### src/rtl/gearbox_tx_if.sv
// rtl/gearbox_tx_if.sv - block-in / SERDES-word-out bundle for the transmit gearbox
interface gearbox_tx_if #(
    parameter int DATA_W  = 64,
    parameter int HEAD_W  = 2,
    parameter int BLOCK_W = DATA_W + HEAD_W,
    parameter int SEQ_W   = $clog2(DATA_W / HEAD_W + 1)
);
    logic [BLOCK_W-1:0] block_i;
    logic               full_o;
    logic [SEQ_W-1:0]   seq_o;
    logic               data_v_o;
    logic [DATA_W-1:0]  data_o;

    modport master (
        output block_i,
        input  full_o,
        input  seq_o,
        input  data_v_o,
        input  data_o
    );

    modport slave (
        input  block_i,
        output full_o,
        output seq_o,
        output data_v_o,
        output data_o
    );
endinterface

### src/rtl/gearbox_tx.sv
// rtl/gearbox_tx.sv - 66b block to 64b SERDES word transmit gearbox, 33-cycle sequence
module gearbox_tx #(
    parameter int DATA_W  = 64,
    parameter int HEAD_W  = 2,
    parameter int BLOCK_W = DATA_W + HEAD_W,
    parameter int SEQ_W   = $clog2(DATA_W / HEAD_W + 1)
) (
    input  logic         clk,
    input  logic         nreset,
    gearbox_tx_if.slave  gb
);
    localparam int SEQ_MAX = DATA_W / HEAD_W;
    localparam int CAT_W   = BLOCK_W + DATA_W - HEAD_W;

    logic [SEQ_W-1:0]  seq_q;
    logic [DATA_W-1:0] buf_q;
    logic [DATA_W-1:0] data_q;
    logic              data_v_q;
    logic              full;
    logic [31:0]       shamt;
    logic [CAT_W-1:0]  cat;

    assign full  = (seq_q == SEQ_W'(SEQ_MAX));
    assign shamt = 32'(seq_q) * 32'(HEAD_W);

    // Residual bits above the valid count are always zero, so OR-ing the
    // shifted block over the residual is the same as concatenating them.
    always_comb begin
        cat = ({{(CAT_W-BLOCK_W){1'b0}}, gb.block_i} << shamt)
            | {{(CAT_W-DATA_W){1'b0}}, buf_q};
    end

    always_ff @(posedge clk or negedge nreset) begin
        if (!nreset) begin
            seq_q    <= '0;
            buf_q    <= '0;
            data_q   <= '0;
            data_v_q <= 1'b0;
        end else begin
            data_v_q <= 1'b1;
            if (full) begin
                data_q <= buf_q;
                buf_q  <= '0;
                seq_q  <= '0;
            end else begin
                data_q <= cat[DATA_W-1:0];
                buf_q  <= cat[CAT_W-1:DATA_W];
                seq_q  <= seq_q + SEQ_W'(1);
            end
        end
    end

    assign gb.full_o   = full;
    assign gb.seq_o    = seq_q;
    assign gb.data_o   = data_q;
    assign gb.data_v_o = data_v_q;

    seq_in_range: assert property (@(posedge clk) disable iff (!nreset) seq_q <= SEQ_W'(SEQ_MAX));
endmodule

### src/flat_wrapper.sv
// flat-port wrapper written by rule: the top's interface ports become plain ports
module gearbox_tx_flat 
#(
    parameter int DATA_W  = 64,
    parameter int HEAD_W  = 2,
    parameter int BLOCK_W = DATA_W + HEAD_W,
    parameter int SEQ_W   = $clog2(DATA_W / HEAD_W + 1)
)
  (clk, nreset, gb_block_i, gb_full_o, gb_seq_o, gb_data_v_o, gb_data_o);
  gearbox_tx_if #(.DATA_W(DATA_W), .HEAD_W(HEAD_W), .BLOCK_W(BLOCK_W), .SEQ_W(SEQ_W)) gb_i ();
  input  logic clk;
  input  logic nreset;
  input wire logic [$bits(gb_i.block_i)-1:0] gb_block_i;
  output wire logic [$bits(gb_i.full_o)-1:0] gb_full_o;
  output wire logic [$bits(gb_i.seq_o)-1:0] gb_seq_o;
  output wire logic [$bits(gb_i.data_v_o)-1:0] gb_data_v_o;
  output wire logic [$bits(gb_i.data_o)-1:0] gb_data_o;
  assign gb_i.block_i = gb_block_i;
  assign gb_full_o = gb_i.full_o;
  assign gb_seq_o = gb_i.seq_o;
  assign gb_data_v_o = gb_i.data_v_o;
  assign gb_data_o = gb_i.data_o;
  gearbox_tx #(.DATA_W(DATA_W), .HEAD_W(HEAD_W), .BLOCK_W(BLOCK_W), .SEQ_W(SEQ_W)) u_core (.clk(clk), .nreset(nreset), .gb(gb_i));
endmodule
### config.mk
export PLATFORM = sky130hd
export DESIGN_NAME = gearbox_tx_flat
export DESIGN_NICKNAME = d
export VERILOG_FILES = /design/src/rtl/gearbox_tx_if.sv /design/src/rtl/gearbox_tx.sv /design/src/flat_wrapper.sv
export SDC_FILE = /design/constraint.sdc
export NUM_CORES = 1
export LEC_CHECK = 0
export ABC_AREA = 1
export CAP_MARGIN = 15
export CORE_MARGIN = 5
export CORE_UTILIZATION = 50
export DETAILED_ROUTE_END_ITERATION = 8
export PLACE_DENSITY = 0.77
export SETUP_SLACK_MARGIN = 0.02
export SLEW_MARGIN = 10
export SYNTH_ARGS = -nofsm -noshare
export SYNTH_HDL_FRONTEND = slang
export SYNTH_SLANG_ARGS = --single-unit
### constraint.sdc
create_clock -name clk -period 3 [get_ports clk]
set_clock_uncertainty 0.05 [all_clocks]
set_input_delay 0.3 -clock clk [delete_from_list [all_inputs] [get_ports clk]]
set_output_delay 0.3 -clock clk [all_outputs]
set_load 0.02 [all_outputs]
== Yosys cells after proc, flatten, opt, wreduce, memory -nomap -nowiden ==
Cells that the tools add are included.

* Reduce and logical (&&, ||, !) cells: 0
* Bitwise logic cells: 1
* $lt $le $gt $ge: 0
* Shifts and indexed selects: 1
* Div/mod/pow operators: 0
* $add $sub $neg: 1
* Muxes and demuxes: 3
* Multipliers: 0
* Equality and inequality tests: 1

{| class="wikitable"
|+ Operator list
! operator !! number
|-
| 64-bit two-way mux || 2
|-
| 128-bit by 64-bit OR with 128-bit output || 1
|-
| 66-bit by 7-bit left shift with 128-bit output || 1
|-
| 6-bit by 1-bit adder with 6-bit output, second input constant || 1
|-
| 6-bit equality test, second input constant || 1
|-
| 6-bit two-way mux || 1
|}

* Logic and storage cells: 11
* Flip-flop bits (word level): 135
* Memory bits (read-only): 0
* Input port bits: 68
* Memories kept: 0
* Latch bits: 0
* Memory bits (writable): 0
* Output and inout port bits: 72

== Logic depth before layout (Yosys ltp) ==
Gate-level depths: netlist of run 1.

* Word-level depth: 3
* Gate-level depth with buffers: 13
* Gate-level depth less buffers: 11

== Least setup slack after synthesis of run 1 ==
OpenSTA, ideal clock, no wires.

* Path type: register -> output
* From: register u_core.seq_q[0], in the netlist u_core.gb.seq_o[0]
* To: output port gb_full_o
* Data required time: 2.650 ns
* Stages on the path, launching flop included: 8
* Data arrival time: 1.505 ns
* Slack: 1.145 ns
* Path buffers: 3
* Cell sequence: dfrtp_1 > buf_6 > inv_6 > buf_4 > ha_1 > nand3_2 > clkinv_1 > buf_2

* Word-level cells in the longest chain between the ends: 1

{| class="wikitable"
|+ RTL lines
! element !! RTL line !! source
|-
| start, declared || gearbox_tx.sv:15 || <nowiki>logic [SEQ_W-1:0] seq_q;</nowiki>
|-
| start signal, assigned || gearbox_tx.sv:48 || <nowiki>seq_q <= seq_q + SEQ_W'(1);</nowiki>
|-
| 6-bit equality test || gearbox_tx.sv:23 || <nowiki>assign full = (seq_q == SEQ_W'(SEQ_MAX));</nowiki>
|-
| end, declared || flat_wrapper.sv:14 || <nowiki>output wire logic [$bits(gb_i.full_o)-1:0] gb_full_o;</nowiki>
|}

No other way between the ends.

== Final worst setup path of run 1 ==
* From: register u_core.seq_q[2], in the netlist u_core.gb.seq_o[2]
* To: output port gb_seq_o[2]

{| class="wikitable"
|+ RTL lines
! element !! RTL line !! source
|-
| end, declared || flat_wrapper.sv:15 || <nowiki>output wire logic [$bits(gb_i.seq_o)-1:0] gb_seq_o;</nowiki>
|}

No word-level cell between the ends.

==> reports/metrics.cfg, run 1 <==
[run_status]
status = finished, violations left
violations = design-rule violations

[yosys]
synth_edf_count = 0
synthFlopType = dfrtp_1
synth_cells = 1345
synth_area_sq_um = 9140
ys_warn_count = 0
synth-async-reset-ratio_pct = 100
post-synth-top-count-cell = nand3_1
yosys.area.top_type_share_pct = 37.0
seq_area_frac_synth_pct = 37.0
synth_cell_types = 36
ys_ff_latch = 135
synthTopCellsByCount = 470 x nand3_1, 399 x nand2_1, 135 x dfrtp_1
avgSynthCellArea_sq_um = 6.80
yosysTopAreaCell = dfrtp_1
synth_nets = 1415
yosys-top-cells-area = dfrtp_1 37%, nand3_1 26%, nand2_1 16%

[route]
drc = 1
drtIter0Drc = 1735
via_per_inst = 6.48
via_count = 10866
drtPass1Iterations = 9
ant_nets = 0
finalWirelength_mm = 40.8
wl_per_cell_microns = 24.4

[global_routing]
overflow = 0
groute.usage.overall_pct = 37.7
grt-busiest-layer = met2
grt_pass1_vias = 9983
grt_pass1_wl_mm = 61.5
met1_usage_pct = 50.9
grt_antenna_before_repair = 1
met3_usage_pct = 8.04
grt_max_degree = 80
met2_usage_pct = 57.7

[worst_setup_path]
startpoint = u_core.gb.seq_o[2]$_DFF_PN0_
worstPathRequired_ps = 2650
crit_path_max_fanout = 79
path_class = flop to primary output
cp-start-kind = flop
r2r_start = u_core.gb.seq_o[2]$_DFF_PN0_
cp-end-kind = primary output
arrival_ps = 2310

[place]
gp_congestion = 1.07
placed_area_sq_um = 10600
hpwl_mm = 29.8
dp_slack_ps = 689
io_buffers = 139
dp_cells = 1644

[clocking]
htreeDepth = 4
cts_buffer_depth = 2
cts-root-buf = clkbuf_16
numCtsBuffers = 17
cts_tree = built
post_cts_buffers = 0
path_clk_slew_ps = 60
clk_latency_ps = 440
clkSinkCount = 135

[die]
floorplan.initialDensity_pct = 50.9
ios = 140
die_h_microns = 145
die_area_sq_um = 21100
coreArea_sq_um = 18000
rows = 49
die_w_microns = 145

[cells_and_area]
multi_input_area_sq_um = 5050
final_cells = 1677
final_nets = 1505
nFillCells = 1627
seq_area_sq_um = 3380
drive_above_1_share_pct = 5.94
syn_to_final_growth_pct = 23.4
design_area_sq_um = 11300
diodes = 0

[timing]
grt_setup_unrepaired = no
tightest_slew_ps = 927
setup_tns_ps = 0
setup_viol = 0
relSlewSlack_pct = 38.2
hold_violations = 0
hold_ws_ps = 379
finalCriticalPeriod_ps = 2660
fin_crit_sh_pct = 88.7
worst_slack_ps = 338
max_freq_mhz = 376
drv_slew = 0

[hold_path]
hold_path_class = flop to flop
hold_path.startpoint = u_core.buf_q[20]$_DFF_PN0_

[pwr]
total_leakage_power_nw = 5.31
peakVddDrop_mv = 0.435
power_density_nw_per_um2 = 424

[job]
maxCapViolCount = 0

-- layer usage --
metal | part of all wire [%] | wire length, microns
met5 | 0.032 | 13
met3 | 11 | 4630
met4 | 6.3 | 2570
met2 | 44 | 18000
met1 | 38 | 15700
-- through the flow --
stage | util (%) | power (W)
2_1_floorplan | - | 0.00221
3_3_place_gp | 59.3 | 0.00256
3_5_place_dp | 59.3 | 0.00257
4_1_cts | 62.8 | 0.00477
5_1_grt | 62.8 | 0.00491
6_report | 62.8 | 0.00478
-- cell type report --
type	instances	area share (%)
multi-input combinational	1063	44.8
sequential	135	30.0
timing repair buffer	172	15.6
clock buffer	17	3.77
tap	229	2.54
clock inverter	15	1.69
inverter	46	1.58
-- report_power, final --
group          switching (W)  total [W]  internal [W]
sequential         0.0000223    0.00191       0.00189
clock               0.000903    0.00223       0.00133
combinational       0.000381   0.000638      0.000257
total                0.00131    0.00478       0.00347
-- cell usage in the layout (no fill, tap or decap), types with 2 or more instances in the layout --
cell,instances
nand3_1,470
nand2_1,399
clkdlybuf4s50_1,138
dfrtp_1,130
a21oi_1,44
inv_1,41
o21bai_1,35
nor2_1,31
buf_4,23
o21ai_0,17
clkbuf_16,17
a31o_1,16
nand4_1,14
buf_12,9
a21o_1,8
o21ai_1,6
dfrtp_2,5
inv_6,4
inv_2,3
clkinv_4,3
bufinv_16,3
nand3_2,2
or2_2,2
o21ai_2,2
xor2_1,2
a31o_2,2
o31ai_1,2
ha_1,2
clkinv_2,2
inv_8,2
clkinvlp_4,2
-- state kept, by name (all words and copies together), names as in the netlist --
register / flops
u_core.gb.data_o: 64
u_core.gb.data_v_o: 1
u_core.gb.seq_o: 6
u_core.buf_q: 64
-- repair_timing --
action | CTS | global route
endpoints found under the setup margin | 0 | 0
endpoints found under the hold margin | 59 | 0
resized for setup | 0 | 0
hold buffers | 1 | 0
-- worst max-delay path: stages (launching register included) --
cell	delay (ps)
dfrtp_2	380
buf_4	720
clkdlybuf4s50_1	760
-- logic make-up (layout without fill, tap and decap cells) --
group / after synthesis / after routing / synth area share [%]
AOI/OAI and AO/OA: 136 / 136 / 9.64
and+or+nand+nor: 922 / 922 / 45.1
adders and majority gates: 2 / 2 / 0.274
other: 1 / 1 / 0.0410
buffers and inverters: 147 / 250 / 7.79
xor gates and xnor gates: 2 / 2 / 0.192
DFF: 135 / 135 / 37.0
-- worst paths after layout --
kind,slack (ps),end,cells after the start
setup / recovery,340,gb_seq_o[2],2
hold reg to reg,380,u_core.gb.data_o[20]$_DFF_PN0_,1
hold / removal,380,u_core.gb.data_o[20]$_DFF_PN0_,1
max in group asynchronous,1640,u_core.buf_q[14]$_DFF_PN0_,3
setup reg to reg,530,u_core.gb.data_o[14]$_DFF_PN0_,5
min in group asynchronous,400,u_core.gb.data_o[7]$_DFF_PN0_,2
(Power assumes the default switching activity.)
==> run 2, diff against run 1 <==
- SLEW_MARGIN: 10 -> 20
==> results of run 2 <==
No change in the layout: final DEF, timing and power equal those of run 1.
